File: src/rtl/spi_master_pkg.sv
// Shared definitions for the register-access SPI master: frame layout, FSM states and
// the motor-controller register map.
package spi_master_pkg;

    localparam int unsigned FrameLen = 16;
    localparam int unsigned WrBit    = 15;
    localparam int unsigned AddrMsb  = 11;
    localparam int unsigned AddrLsb  = 8;
    localparam int unsigned DataMsb  = 7;
    localparam int unsigned DataLsb  = 0;

    localparam int unsigned BitCntW  = 4;
    localparam int unsigned DivCntW  = 8;
    localparam int unsigned GapCntW  = 9;

    typedef enum logic [1:0] {
        StIdle  = 2'd0,
        StSetup = 2'd1,
        StShift = 2'd2,
        StGap   = 2'd3
    } spi_state_e;

    localparam logic [3:0] RegCtrl      = 4'h0;
    localparam logic [3:0] RegStatus    = 4'h1;
    localparam logic [3:0] RegMode      = 4'h2;
    localparam logic [3:0] RegDutyA     = 4'h3;
    localparam logic [3:0] RegDutyB     = 4'h4;
    localparam logic [3:0] RegDutyC     = 4'h5;
    localparam logic [3:0] RegDeadTime  = 4'h6;
    localparam logic [3:0] RegPwmPeriod = 4'h7;
    localparam logic [3:0] RegCurLimit  = 4'h8;
    localparam logic [3:0] RegSpeedLo   = 4'h9;
    localparam logic [3:0] RegSpeedHi   = 4'hA;
    localparam logic [3:0] RegPosLo     = 4'hB;
    localparam logic [3:0] RegPosHi     = 4'hC;
    localparam logic [3:0] RegFault     = 4'hD;
    localparam logic [3:0] RegFaultMask = 4'hE;
    localparam logic [3:0] RegDevId     = 4'hF;

    function automatic logic [FrameLen-1:0] build_frame(input logic       wr,
                                                        input logic [3:0] addr,
                                                        input logic [7:0] wrdata);
        logic [FrameLen-1:0] f;
        f = '0;
        f[WrBit] = wr;
        f[AddrMsb:AddrLsb] = addr;
        if (wr) begin
            f[DataMsb:DataLsb] = wrdata;
        end
        return f;
    endfunction

endpackage

File: src/rtl/spi_master_clkdiv.sv
// Half-period tick generator for the SPI master; counts 0..ClkDiv-1 and pulses tick_o on
// the last count.
module spi_clkdiv
    import spi_master_pkg::*;
#(
    parameter int unsigned ClkDiv = 4
) (
    input  logic clk_i,
    input  logic rst_i,
    output logic tick_o
);

    localparam logic [DivCntW-1:0] LastCnt = DivCntW'(ClkDiv - 1);

    logic [DivCntW-1:0] cnt_q, cnt_d;

    always_comb begin
        tick_o = (cnt_q == LastCnt);
        cnt_d  = tick_o ? '0 : cnt_q + DivCntW'(1);
    end

    always_ff @(posedge clk_i) begin
        if (rst_i) begin
            cnt_q <= '0;
        end else begin
            cnt_q <= cnt_d;
        end
    end

endmodule

File: src/rtl/spi_master.sv
// SPI mode-0 master issuing 16-bit register read/write frames to the motor controller.
// All pins come straight from flops; a gap of 2*CLKDIV cycles follows every frame.
module spi_master
    import spi_master_pkg::*;
#(
    parameter int unsigned CLKDIV = 4
) (
    input  logic       clk,
    input  logic       reset,
    input  logic       start,
    input  logic       wr,
    input  logic [3:0] addr,
    input  logic [7:0] wrdata,
    output logic       busy,
    output logic       done,
    output logic [7:0] rddata,
    output logic       ss,
    output logic       sclk,
    output logic       mosi,
    input  logic       miso
);

    localparam logic [GapCntW-1:0] GapLast = GapCntW'(2 * CLKDIV - 1);
    localparam logic [BitCntW-1:0] LastBit = BitCntW'(FrameLen - 1);
    // Rises following bit counts 7..14 carry frame bits 7:0 (the read data).
    localparam logic [BitCntW-1:0] RxFirst = BitCntW'(7);

    spi_state_e           state_q;
    logic [BitCntW-1:0]   bit_cnt_q;
    logic [GapCntW-1:0]   gap_cnt_q;
    logic [FrameLen-2:0]  tx_q;
    logic [7:0]           rx_q;
    logic [7:0]           rddata_q;
    logic                 ss_q, sclk_q, mosi_q, busy_q, done_q;

    logic [FrameLen-1:0]  frame;
    logic                 div_rst;
    logic                 tick;

    always_comb begin
        frame   = build_frame(wr, addr, wrdata);
        div_rst = reset || !(state_q inside {StSetup, StShift});
    end

    spi_clkdiv #(
        .ClkDiv (CLKDIV)
    ) u_clkdiv (
        .clk_i  (clk),
        .rst_i  (div_rst),
        .tick_o (tick)
    );

    always_ff @(posedge clk) begin
        if (reset) begin
            state_q   <= StIdle;
            bit_cnt_q <= '0;
            gap_cnt_q <= '0;
            tx_q      <= '0;
            rx_q      <= '0;
            rddata_q  <= '0;
            ss_q      <= 1'b1;
            sclk_q    <= 1'b0;
            mosi_q    <= 1'b0;
            busy_q    <= 1'b0;
            done_q    <= 1'b0;
        end else begin
            done_q <= 1'b0;
            unique case (state_q)
                StIdle: begin
                    if (start) begin
                        state_q   <= StSetup;
                        ss_q      <= 1'b0;
                        busy_q    <= 1'b1;
                        mosi_q    <= frame[FrameLen-1];
                        tx_q      <= frame[FrameLen-2:0];
                        bit_cnt_q <= '0;
                    end
                end
                StSetup: begin
                    if (tick) begin
                        state_q <= StShift;
                        sclk_q  <= 1'b1;
                    end
                end
                StShift: begin
                    if (tick) begin
                        if (sclk_q) begin
                            sclk_q <= 1'b0;
                            mosi_q <= tx_q[FrameLen-2];
                            tx_q   <= {tx_q[FrameLen-3:0], 1'b0};
                        end else if (bit_cnt_q == LastBit) begin
                            state_q   <= StGap;
                            ss_q      <= 1'b1;
                            mosi_q    <= 1'b0;
                            done_q    <= 1'b1;
                            rddata_q  <= rx_q;
                            bit_cnt_q <= '0;
                            gap_cnt_q <= '0;
                        end else begin
                            bit_cnt_q <= bit_cnt_q + BitCntW'(1);
                            sclk_q    <= 1'b1;
                            if (bit_cnt_q >= RxFirst) begin
                                rx_q <= {rx_q[6:0], miso};
                            end
                        end
                    end
                end
                StGap: begin
                    if (gap_cnt_q == GapLast) begin
                        state_q   <= StIdle;
                        busy_q    <= 1'b0;
                        gap_cnt_q <= '0;
                    end else begin
                        gap_cnt_q <= gap_cnt_q + GapCntW'(1);
                    end
                end
                default: state_q <= StIdle;
            endcase
        end
    end

    assign busy   = busy_q;
    assign done   = done_q;
    assign rddata = rddata_q;
    assign ss     = ss_q;
    assign sclk   = sclk_q;
    assign mosi   = mosi_q;

endmodule

File: config.mk
export PLATFORM = sky130hd
export DESIGN_NAME = spi_master
export DESIGN_NICKNAME = d
export VERILOG_FILES = /design/src/rtl/spi_master_pkg.sv /design/src/rtl/spi_master_clkdiv.sv /design/src/rtl/spi_master.sv
export SDC_FILE = /design/constraint.sdc
export NUM_CORES = 1
export LEC_CHECK = 0
export ABC_AREA = 1
export CORE_ASPECT_RATIO = 0.5
export CORE_MARGIN = 1
export CORE_UTILIZATION = 51
export DETAILED_ROUTE_END_ITERATION = 16
export PLACE_DENSITY_LB_ADDON = 0.05
export SYNTH_ARGS = -nofsm -noshare
export SYNTH_HDL_FRONTEND = slang
export SYNTH_SLANG_ARGS = --single-unit
File: constraint.sdc
create_clock -name clk -period 1.5 [get_ports clk]
set_input_delay 0.225 -clock clk [delete_from_list [all_inputs] [get_ports clk]]
set_output_delay 0.225 -clock clk [all_outputs]
set_load 0.05 [all_outputs]
==> run summary <==
Top-count cell post-synth: nand2_1
Yosys cell types: 31
TNS Setup: -0.03153 ns
Hold Vio Cnt, Final: 0
Post-Syn Instances: 448
CTS sink count: 59
Number of enable flip-flop cells after synthesis: 0
Clk buf depth: 2
# rows: 19
Rel. slew slack: 0.7750
Sequential area share after synthesis: 0.3902
Data arrival, critical path: 1.72 ns
Post-synth ARST share: 0
Final setup viols: 4
Leak pwr: 0.001898 uW
Hold_buf cts: 0
First-pass GRT wire length: 12.60 mm
Antenna violations before repair: 0
Mapped Area: 3027 sq um
Slew at the pin with the worst max-slew slack: 0.3375 ns
Setup crit end kind: flip-flop
VDD IR-drop max: 1.024 mV
Area leader, netlist: dfxtp_1
Synthesized flop and latch total: 59
H-tree levels: 3
Initial drt markers: 242
Final #Nets: 544
Vias in the first global route: 2820
Core area: 5610 sq um
Critical path's top delay family: buffers and inverters
PortBufs: 29
CP max stage cell: dfxtp_2
Status: finished, violations left
Area growth syn-to-layout: 43.08%
P per Cell Area: 1989 nW/um^2
Share of layout cells above drive strength 1: 0.2901
ANT nets after route: 0
Vias: 3140
Crit path buf inv count: 4
FILL cells: 410
Tcrit/Tclk final: 1.007
Starting density of the core: 0.5395
Type of the worst min-delay path: reg -> reg
Worst path required time: 1.71 ns
Slowest Stage Delay on Critical Path: 0.35 ns
Clock root buffer master: clkbuf_16
Cell chain of the critical path: inv_4 > ha_4 > buf_6 > inv_4 > nor2_4 > nor2_4 > nand3_4 > clkbuf_16 > nand2_2 > a21oi_1
Unrepaired setup endpoints after global routing: yes
Multi-input logic area: 1815 sq um
Total Die Area: 6266 sq um
Die width: 110.9 microns
Reg area: 1195 sq um
# IOs: 30
Largest net degree at the start of global routing: 25
Final Slew Violations: 0
Post-Place Cell Area: 3565 sq um
Die Height: 56.48 microns
Synth Area per Inst: 6.756 sq um
DPL Wire Length: 4.878 mm
Post-route cell area: 4330 sq um
DRC violations left: 0
Final global-route overflow total: 0
Violated checks: negative setup slack
Synth area leaders: dfxtp_1 (39%), nand2_1 (17%), nor2_1 (7.8%), a21oi_1 (5.8%), inv_1 (5.1%)
Final Wtd Congestion: 0.8238
Min Tclk post-route: 1.511 ns
Routed wire length: 8.165 mm
Crit path kind: reg -> reg
Top post-synthesis cells by count: nand2_1 (136), nor2_1 (63), dfxtp_1 (59)
Total Power: 8613 uW
Gr usage total: 0.2558
Cts bufs inserted: 9
Clock skew: 0.004409 ns
Drt pass-1 iters: 7
Main synth FF type: dfxtp_1
Net Count, Synth: 473
Wire length per cell: 13.68 microns
ANT cells: 0
Via density per instance: 5.260
Synth Warn #: 0
Crit path max fanout: 7
Max Cap Violations: 0
Fin worst setup slack: -0.01104 ns
Worst-path clk slew: 0.05 ns
Startpoint class of the critical path: flip-flop
Clk Latency, worst-skew pair: 0.34 ns
Share of the synthesized area in the top cell type: 0.3902
TritonCTS clock tree: done
Max Clk Rate: 661.8 MHz
[worst register-to-register path: stages, from the launching register on]
cell and delay (ns):
dfxtp_2 0.35, inv_4 0.05, ha_4 0.19, buf_6 0.13
inv_4 0.05, nor2_4 0.04, nor2_4 0.14, nand3_4 0.13
clkbuf_16 0.19, nand2_2 0.05, a21oi_1 0.06
[path summary, 6_finish.rpt]
path	from	endpoint	slack, ns	cells after the start
max	state_q[0]	tx_q[3]	-0.01	10
min	tx_q[9]	tx_q[9]	0.46	2
max reg2reg	state_q[0]	tx_q[3]	-0.01	10
min reg2reg	tx_q[9]	tx_q[9]	0.46	2
[area by class of cell]
class	count	area share
Tap cell	73	0.02109
Timing Repair Buffer	75	0.1578
Clock inverter	4	0.02196
Multi-Input combinational cell	327	0.4192
Clock buffer	12	0.06154
Inverter	47	0.04247
Sequential cell	59	0.2759
[where the power goes]
part	switching, uW	leakage, uW	total [uW]	internal (uW)
registers	218	0.000483	2060	1840
clock network	733	0.000179	2490	1750
logic	2270	0.00124	4070	1790
total	3230	0.00190	8610	5390
[sequential cells by signal (all words and copies together) (netlist names)]
name / cells
gap_cnt_q: 9
rx_q: 8
busy: 1
ss: 1
rddata: 8
u_clkdiv.cnt_q: 8
state_q: 2
done: 1
bit_cnt_q: 4
tx_q: 15
mosi: 1
sclk: 1
[placed cells by master, fill, tap and decap left out, types with 3 or more instances in the layout]
master | Yosys | final
nor2_4 | 2 | 6
a21oi_1 | 35 | 33
inv_4 | 0 | 3
clkdlybuf4s50_1 | 0 | 16
nand3_4 | 0 | 3
nand2_1 | 136 | 116
inv_1 | 41 | 34
nor3_1 | 3 | 3
dfxtp_2 | 0 | 8
nor2_2 | 6 | 8
nand3_1 | 18 | 15
bufinv_16 | 0 | 3
nand2_4 | 1 | 7
nor2_1 | 63 | 57
nand4_1 | 21 | 21
buf_6 | 6 | 6
clkbuf_16 | 0 | 10
buf_4 | 3 | 48
dfxtp_1 | 59 | 50
nand2_2 | 3 | 18
ha_1 | 8 | 3
clkbuf_8 | 0 | 3
inv_2 | 5 | 9
o21ai_1 | 3 | 3
o21ai_0 | 12 | 11
ha_4 | 0 | 5
[cells by family after synthesis]
group	synth area share
simple gates	0.3820
buf+inv	0.09962
flops	0.3902
compound gates	0.08930
fa+ha+maj	0.03307
xor+xnor	0.005789
[metrics by stage]
stage	setup WS [ns]	util	hold WS, ns	std cells
detailed placement	-0.1092	0.6354	0.4559	570
floorplan	0.01287	-	0.3599	448
CTS	0.002108	0.7174	0.4641	588
global route	-0.06439	0.7719	0.4840	597
global placement	-0.07991	0.6354	0.4455	570
finish	-0.01104	0.7719	0.4647	597
[layer usage]
layer  up-vias  global-route usage  share of wire  routed length (microns)
met5         -                   0              0                        0
met3        23             0.07127          0.050                      409
met2        93              0.4070           0.47                     3815
li1       1580                   -              -                        -
met4         0              0.1174          0.018                      149
met1      1444              0.3261           0.46                     3790
[repair_timing]
action,CTS,global route
setup buffers,0,8
pin swaps,8,21
endpoints found under the setup margin,42,53
gates resized for setup,21,64
cloned,2,1
No activity file was read; power rests on OpenSTA's default activity.
